$ cat src/rtl/hop_seq_pkg.sv
// Shared types and defaults for the hop-chain benchmark sequencer.
package hop_seq_pkg;

  localparam int unsigned N_RST_DEF      = 14;
  localparam int unsigned RST_CYCLES_DEF = 4;
  localparam int unsigned TIMEOUT_DEF    = 64;
  localparam int unsigned CNT_W_DEF      = 8;

  typedef enum logic [2:0] {
    IDLE,
    HOLD,
    RELEASE,
    LAUNCH,
    WAIT,
    DONE
  } seq_state_t;

  // All-ones value of a w-bit latency field (saturation / timeout marker).
  function automatic logic [63:0] lat_sat(input int unsigned w);
    return (64'd1 << w) - 64'd1;
  endfunction

endpackage

$ cat src/rtl/hop_lat_meter.sv
// One chain's latency meter: saturating counter, first-rise capture, timeout fill.
module hop_lat_meter
  import hop_seq_pkg::*;
#(
  parameter int unsigned CNT_W   = CNT_W_DEF,
  parameter int unsigned TIMEOUT = TIMEOUT_DEF
) (
  input  logic             clock0,
  input  logic             rst1,
  input  logic             clr,
  input  logic             en,
  input  logic             expire,
  input  logic             tap,
  output logic             seen,
  output logic             limit,
  output logic [CNT_W-1:0] lat
);

  localparam logic [CNT_W-1:0] LAT_SAT = CNT_W'(lat_sat(CNT_W));
  localparam logic [CNT_W-1:0] LIM     = CNT_W'(TIMEOUT - 1);

  logic [CNT_W-1:0] cnt;

  // The edge that moves the counter to TIMEOUT is the last one of the window.
  assign limit = en && (cnt == LIM);

  always_ff @(posedge clock0 or posedge rst1) begin
    if (rst1) begin
      cnt  <= '0;
      lat  <= '0;
      seen <= 1'b0;
    end else begin
      if (!en)
        cnt <= '0;
      else if (cnt != LAT_SAT)
        cnt <= cnt + 1'b1;

      if (clr) begin
        lat  <= '0;
        seen <= 1'b0;
      end else if (en && !seen && tap) begin
        lat  <= cnt;
        seen <= 1'b1;
      end else if (expire && !seen) begin
        lat <= LAT_SAT;
      end
    end
  end

endmodule

$ cat src/rtl/hop_chain_sequencer.sv
// Hold/release/launch/measure controller for the two hop-chain benchmarks.
// Optional staggered per-stage reset release: HOP_SEQ_STAGGER_EN.
module hop_chain_sequencer
  import hop_seq_pkg::*;
#(
  parameter int unsigned N_RST      = N_RST_DEF,
  parameter int unsigned RST_CYCLES = RST_CYCLES_DEF,
  parameter int unsigned TIMEOUT    = TIMEOUT_DEF,
  parameter int unsigned CNT_W      = CNT_W_DEF
) (
  input  logic             clock0,
  input  logic             rst1,
  input  logic             go,
  input  logic             tap_a,
  input  logic             tap_b,
  output logic [N_RST-1:0] chain_rst,
  output logic             start_a,
  output logic             start_b,
  output logic             busy,
  output logic             done,
  output logic             timeout,
  output logic             err_stuck,
  output logic [CNT_W-1:0] lat_a,
  output logic [CNT_W-1:0] lat_b
);

`ifdef HOP_SEQ_STAGGER_EN
  localparam int unsigned REL_STEPS = N_RST;
`else
  localparam int unsigned REL_STEPS = 1;
`endif
  localparam int unsigned PH_MAX = (RST_CYCLES > REL_STEPS) ? RST_CYCLES : REL_STEPS;
  localparam int unsigned PH_W   = $clog2(PH_MAX + 1);

  seq_state_t       state, state_nxt;
  logic [PH_W-1:0]  ph, ph_nxt;
  logic [N_RST-1:0] chain_rst_nxt;
  logic             start_q, start_nxt;
  logic             busy_nxt, done_nxt, timeout_nxt, stuck_nxt;
  logic             clr, meas_en, expire, both;
  logic             seen_a, seen_b, limit_a, limit_b;

  assign meas_en = (state == LAUNCH) || (state == WAIT);
  assign both    = (seen_a || tap_a) && (seen_b || tap_b);
  assign start_a = start_q;
  assign start_b = start_q;

  always_ff @(posedge clock0 or posedge rst1) begin
    if (rst1) begin
      state     <= IDLE;
      ph        <= '0;
      chain_rst <= '1;
      start_q   <= 1'b0;
      busy      <= 1'b0;
      done      <= 1'b0;
      timeout   <= 1'b0;
      err_stuck <= 1'b0;
    end else begin
      state     <= state_nxt;
      ph        <= ph_nxt;
      chain_rst <= chain_rst_nxt;
      start_q   <= start_nxt;
      busy      <= busy_nxt;
      done      <= done_nxt;
      timeout   <= timeout_nxt;
      err_stuck <= stuck_nxt;
    end
  end

  always_comb begin
    state_nxt     = state;
    ph_nxt        = ph;
    chain_rst_nxt = chain_rst;
    start_nxt     = start_q;
    busy_nxt      = busy;
    done_nxt      = done;
    timeout_nxt   = timeout;
    stuck_nxt     = err_stuck;
    clr           = 1'b0;
    expire        = 1'b0;
    case (state)
      IDLE, DONE: begin
        if (go) begin
          state_nxt   = HOLD;
          ph_nxt      = '0;
          busy_nxt    = 1'b1;
          done_nxt    = 1'b0;
          timeout_nxt = 1'b0;
          stuck_nxt   = 1'b0;
          clr         = 1'b1;
        end
      end
      HOLD: begin
        chain_rst_nxt = '1;
        start_nxt     = 1'b0;
        if (ph == PH_W'(RST_CYCLES - 1)) begin
          state_nxt = RELEASE;
          ph_nxt    = '0;
        end else begin
          ph_nxt = ph + 1'b1;
        end
      end
      RELEASE: begin
        if (tap_a || tap_b)
          stuck_nxt = 1'b1;
        // ph counts release steps; one extra cycle settles before launch.
        if (ph < PH_W'(REL_STEPS)) begin
          ph_nxt = ph + 1'b1;
`ifdef HOP_SEQ_STAGGER_EN
          chain_rst_nxt[ph] = 1'b0;
`else
          chain_rst_nxt = '0;
`endif
        end else begin
          state_nxt = LAUNCH;
          start_nxt = 1'b1;
        end
      end
      LAUNCH, WAIT: begin
        state_nxt = WAIT;
        expire    = !both && (limit_a || limit_b);
        if (both || expire) begin
          state_nxt     = DONE;
          busy_nxt      = 1'b0;
          done_nxt      = 1'b1;
          start_nxt     = 1'b0;
          chain_rst_nxt = '1;
          timeout_nxt   = expire;
        end
      end
      default: state_nxt = IDLE;
    endcase
  end

  hop_lat_meter #(.CNT_W(CNT_W), .TIMEOUT(TIMEOUT)) u_meter_a (
    .clock0 (clock0),
    .rst1   (rst1),
    .clr    (clr),
    .en     (meas_en),
    .expire (expire),
    .tap    (tap_a),
    .seen   (seen_a),
    .limit  (limit_a),
    .lat    (lat_a)
  );

  hop_lat_meter #(.CNT_W(CNT_W), .TIMEOUT(TIMEOUT)) u_meter_b (
    .clock0 (clock0),
    .rst1   (rst1),
    .clr    (clr),
    .en     (meas_en),
    .expire (expire),
    .tap    (tap_b),
    .seen   (seen_b),
    .limit  (limit_b),
    .lat    (lat_b)
  );

endmodule

$ cat config.mk
export PLATFORM = sky130hd
export DESIGN_NAME = hop_chain_sequencer
export DESIGN_NICKNAME = d
export VERILOG_FILES = /design/src/rtl/hop_seq_pkg.sv /design/src/rtl/hop_lat_meter.sv /design/src/rtl/hop_chain_sequencer.sv
export SDC_FILE = /design/constraint.sdc
export NUM_CORES = 1
export LEC_CHECK = 0
export ABC_AREA = 1
export BUFFER_PORTS_ARGS = -buffer_cell sky130_fd_sc_hd__buf_4
export CAP_MARGIN = 20
export CORE_ASPECT_RATIO = 1.4
export CORE_MARGIN = 2
export CORE_UTILIZATION = 30
export DETAILED_ROUTE_END_ITERATION = 8
export GPL_TIMING_DRIVEN = 0
export PLACE_DENSITY = 0.58
export SETUP_SLACK_MARGIN = 0.05
export SYNTH_ARGS = -nofsm -noshare
export SYNTH_HDL_FRONTEND = slang
export SYNTH_SLANG_ARGS = --single-unit
$ cat constraint.sdc
create_clock -name clock0 -period 3.06 [get_ports clock0]
set_input_delay 0.153 -clock clock0 [delete_from_list [all_inputs] [get_ports clock0]]
set_output_delay 0.153 -clock clock0 [all_outputs]
set_load 0.1 [all_outputs]
==> summary by stage <==
Status
The flow ran to the end, and the final reports show no timing, DRC or antenna violations.

Synth
Of the total synthesized cell area, the portion taken by full adders, half adders and majority gates is 0.02486. The most common cell in the synthesized netlist is sky130_fd_sc_hd__nand2_1. Synthesis produced a netlist with a net count of 305. Of the total synthesized cell area, the portion taken by XOR and XNOR cells is 0.01044. After synthesis, the mean cell area works out to 8.529 um2. The commonest cells after synthesis are sky130_fd_sc_hd__nand2_1, sky130_fd_sc_hd__inv_1, sky130_fd_sc_hd__dfrtp_1, sky130_fd_sc_hd__o21ai_0, sky130_fd_sc_hd__nand3_1.

The count of mapped cells out of synthesis is 295. After synthesis, the largest family of logic cells by area is simple AND/OR/NAND/NOR gates. The most area-hungry cell type in the Yosys netlist is sky130_fd_sc_hd__dfrtp_1.

The netlist area before placement is 2516 um2. The flip-flop and latch count after synthesis is 46. After synthesis, the share of flip-flops with an asynchronous set or reset is 1.000. The prevailing post-synth register cell is sky130_fd_sc_hd__dfrtp_1.

The sequential share of the synthesized area is 0.4580. The distinct cell type count of the synthesized netlist is 38. In the post-synthesis netlist, the biggest area contributors are sky130_fd_sc_hd__dfrtp_1, sky130_fd_sc_hd__nand2_1, sky130_fd_sc_hd__inv_1, sky130_fd_sc_hd__o21ai_0, sky130_fd_sc_hd__buf_4. Yosys mapped a number of flops with a built-in enable equal to 0.

The share of the synthesized area in compound gates (AO/OA/AOI/OAI) was 0.1223. The number of warnings printed during yosys synthesis is 0. The portion of synthesized area spent on multiplexers is 0.003978. The basic-gate share of the synthesized area counting and, or, nand and nor cells is 0.2466. The share of synthesized area in the top cell type comes to 0.4475.

Clock network
Clock latency on the worst-skew pair, taken at its later pin, is 0.29 ns. The number of buffers created by CTS is 5. The H-tree was split into 2 levels.

The clock tree buffer depth is 2. After clock tree synthesis, the repair step resized 0 gates. The CTS root buffer is sky130_fd_sc_hd__clkbuf_16. Counting every sink on the clock net gives 46.

The clock transition at the register clock pins on the worst setup and hold paths after CTS is 0.06 ns. The TritonCTS clock tree is built.

Die
The starting density of the core is 0.3088. The total die area is 9146 um2. The total number of placement rows is 39. The core footprint is 8149 um2.

The top-level port count is 41. The die outline width is 81.40 um. The vertical die dimension is 112.4 um.

Timing
The final worst-path cycle share is 0.5227. The final count of pins violating max slew was 0. Summed over all failing endpoints, the final setup total negative slack is 0 ns.

The relative max-transition margin is 0.7345. The count of final hold-check violations is 0. The pin slew with the least headroom to its limit is 0.3951 ns. Setup repair after global routing left no endpoint under its margin. The smallest clock period supported by the final layout is computed as 1.599 ns. The clock tree skew after final layout is 0.004385 ns. The achievable clock frequency is 625.2 MHz.

Setup violations remaining at the end of the flow were counted as 0.

Placed design
The count of input and output buffers is 40. Routability-driven placement finished with a final weighted congestion of 0.7981. The HPWL after detailed placement is 3797 um. In this run, placement finished with an instance count of 438.

Global route
The total overflow left after global routing is 0. The number of global-route vias before repair is 1954. The global-route wire length before repair is 8611 um. Entering global routing, the biggest net connects 39 pins.

The initial antenna violation count is 0. Across every metal layer, demand over resource in global routing totals 0.1212.

Route
The routed via count divided by cell count is 4.601. After detailed routing, the average wire length per cell comes to 11.46 um. For this block, the initial DRC count from the detailed router was 79. The number of remaining DRC errors is 0. The wire length after detailed routing is 5110 um. The length of the first detailed-routing pass in iterations is 4. Detailed routing inserted a total of 2052 vias. The post-route antenna net violation count is 0.

Critical path
Of all nets on the critical path, the largest fanout is 8. The worst setup path is launched from a flop. The endpoint kind of the worst setup timing path is a flop. In this run the critical register-to-register path is captured at u_meter_a.cnt[0].

The worst-case register-to-register setup slack is 1.46 ns. The depth of the worst register-to-register path is 6. Data on the critical path is required at its endpoint by 3.23 ns. The startpoint-to-endpoint class of the critical path is flop to flop. The signal arrival time at the worst endpoint is 1.77 ns.

In this run the critical register-to-register path is launched from u_meter_a.cnt[0].

Cells and area
At the end of the flow the core is filled with cells to 0.3812. The area growth from synthesis to final layout is 23.47%. Leaving out filler cells and counting taps, the final layout contains 446. Of the cells placed in the final design, the portion with a size suffix greater than 1 is 0.2733. The count of nets after finishing is 354.

The diode insertion count for antenna repair is 0.

Worst hold path
The beginning of the worst hold path is tap_b. The tightest min-delay check is of the input port to flop type. The worst hold path cell count is 3. The worst hold path terminates at err_stuck.

Flow run
The total of max-cap violations is 0.
[worst max-delay path: stages, from the launching register on]
cell and delay, ns:
sky130_fd_sc_hd__dfrtp_1 0.39, sky130_fd_sc_hd__ha_1 0.22, sky130_fd_sc_hd__nand3_2 0.11, sky130_fd_sc_hd__nor3_1 0.33
sky130_fd_sc_hd__nand3_2 0.24, sky130_fd_sc_hd__nand3_1 0.12, sky130_fd_sc_hd__o21ai_1 0.07
[per-stage QoR]
stage	hold WS (ns)	worst slack [ns]	instance area [um2]
CTS	0.1374	1.457	3107
global placement	0.4450	1.126	2944
global route	0.1683	1.291	3107
finish	0.1412	1.461	3107
detailed placement	0.09546	1.477	2964
floorplan	0.2912	1.557	2516
[layer usage]
layer	part of all wire	up-vias	wire length, um	GRT usage
met5	0	-	0	0
met4	0.021	0	109	0.05424
met3	0.052	6	266	0.02974
met2	0.48	39	2437	0.2000
met1	0.45	970	2296	0.1465
li1	-	1037	-	-
[layout make-up]
cell class / count / area, um2
buffer: 18 / 137.6
inverter: 53 / 198.9
timing repair buffer: 42 / 330.3
fill: 850 / 5042
multi-input combinational: 178 / 1027
tap: 102 / 127.6
sequential: 46 / 1152
clock buffer: 7 / 132.6
[kinds of logic after synthesis]
logic type | after synthesis
DFF | 46
xor gates and xnor gates | 3
adders and majority gates | 5
muxes | 1
buffers and inverters | 71
and+or+nand+nor | 114
AOI/OAI and AO/OA | 55
[worst max path at each step]
stage	startpoint	slack (ns)	to
after floorplan	chain_rst[12]	1.56	chain_rst[10]
after global placement	rst1	1.13	u_meter_b.lat[1]
after detailed placement	u_meter_a.cnt[0]	1.48	u_meter_a.cnt[0]
after CTS	state[1]	1.46	u_meter_b.lat[0]
after global routing	u_meter_b.cnt[0]	1.29	u_meter_b.lat[4]
final	u_meter_a.cnt[0]	1.46	u_meter_a.cnt[0]
[repair_timing]
action                    CTS  global route
hold buffers                1             0
hold endpoints to repair    8             0
setup buffers               0             0
[registers in the layout (all words and copies together) (netlist names)]
| signal | flops |
|---|---|
| u_meter_a.cnt | 8 |
| done | 1 |
| ph | 3 |
| u_meter_a.seen | 1 |
| u_meter_b.lat | 8 |
| u_meter_a.lat | 8 |
| state | 3 |
| err_stuck | 1 |
| u_meter_b.seen | 1 |
| start_a | 1 |
| chain_rst | 1 |
| u_meter_b.cnt | 8 |
| busy | 1 |
| timeout | 1 |
[layout by cell type (no fill, tap or decap), drive strengths merged, types with 2 or more instances in the layout]
cell    netlist  layout
or2           2       2
nand3b        8       8
nor3          4       4
buf          17      58
inv          53      53
nand2        59      59
a31oi         3       3
clkbuf        1       8
dfrtp        45      45
xor2          2       2
a211oi        3       3
ha            5       5
o21ai        34      34
nand3        23      23
nor2         14      14
a21oi        12      12
nand4         3       3
Power is left out: the tool's default activity adds up to more than one toggle a clock period on the data nets, which glitch-free logic cannot reach.
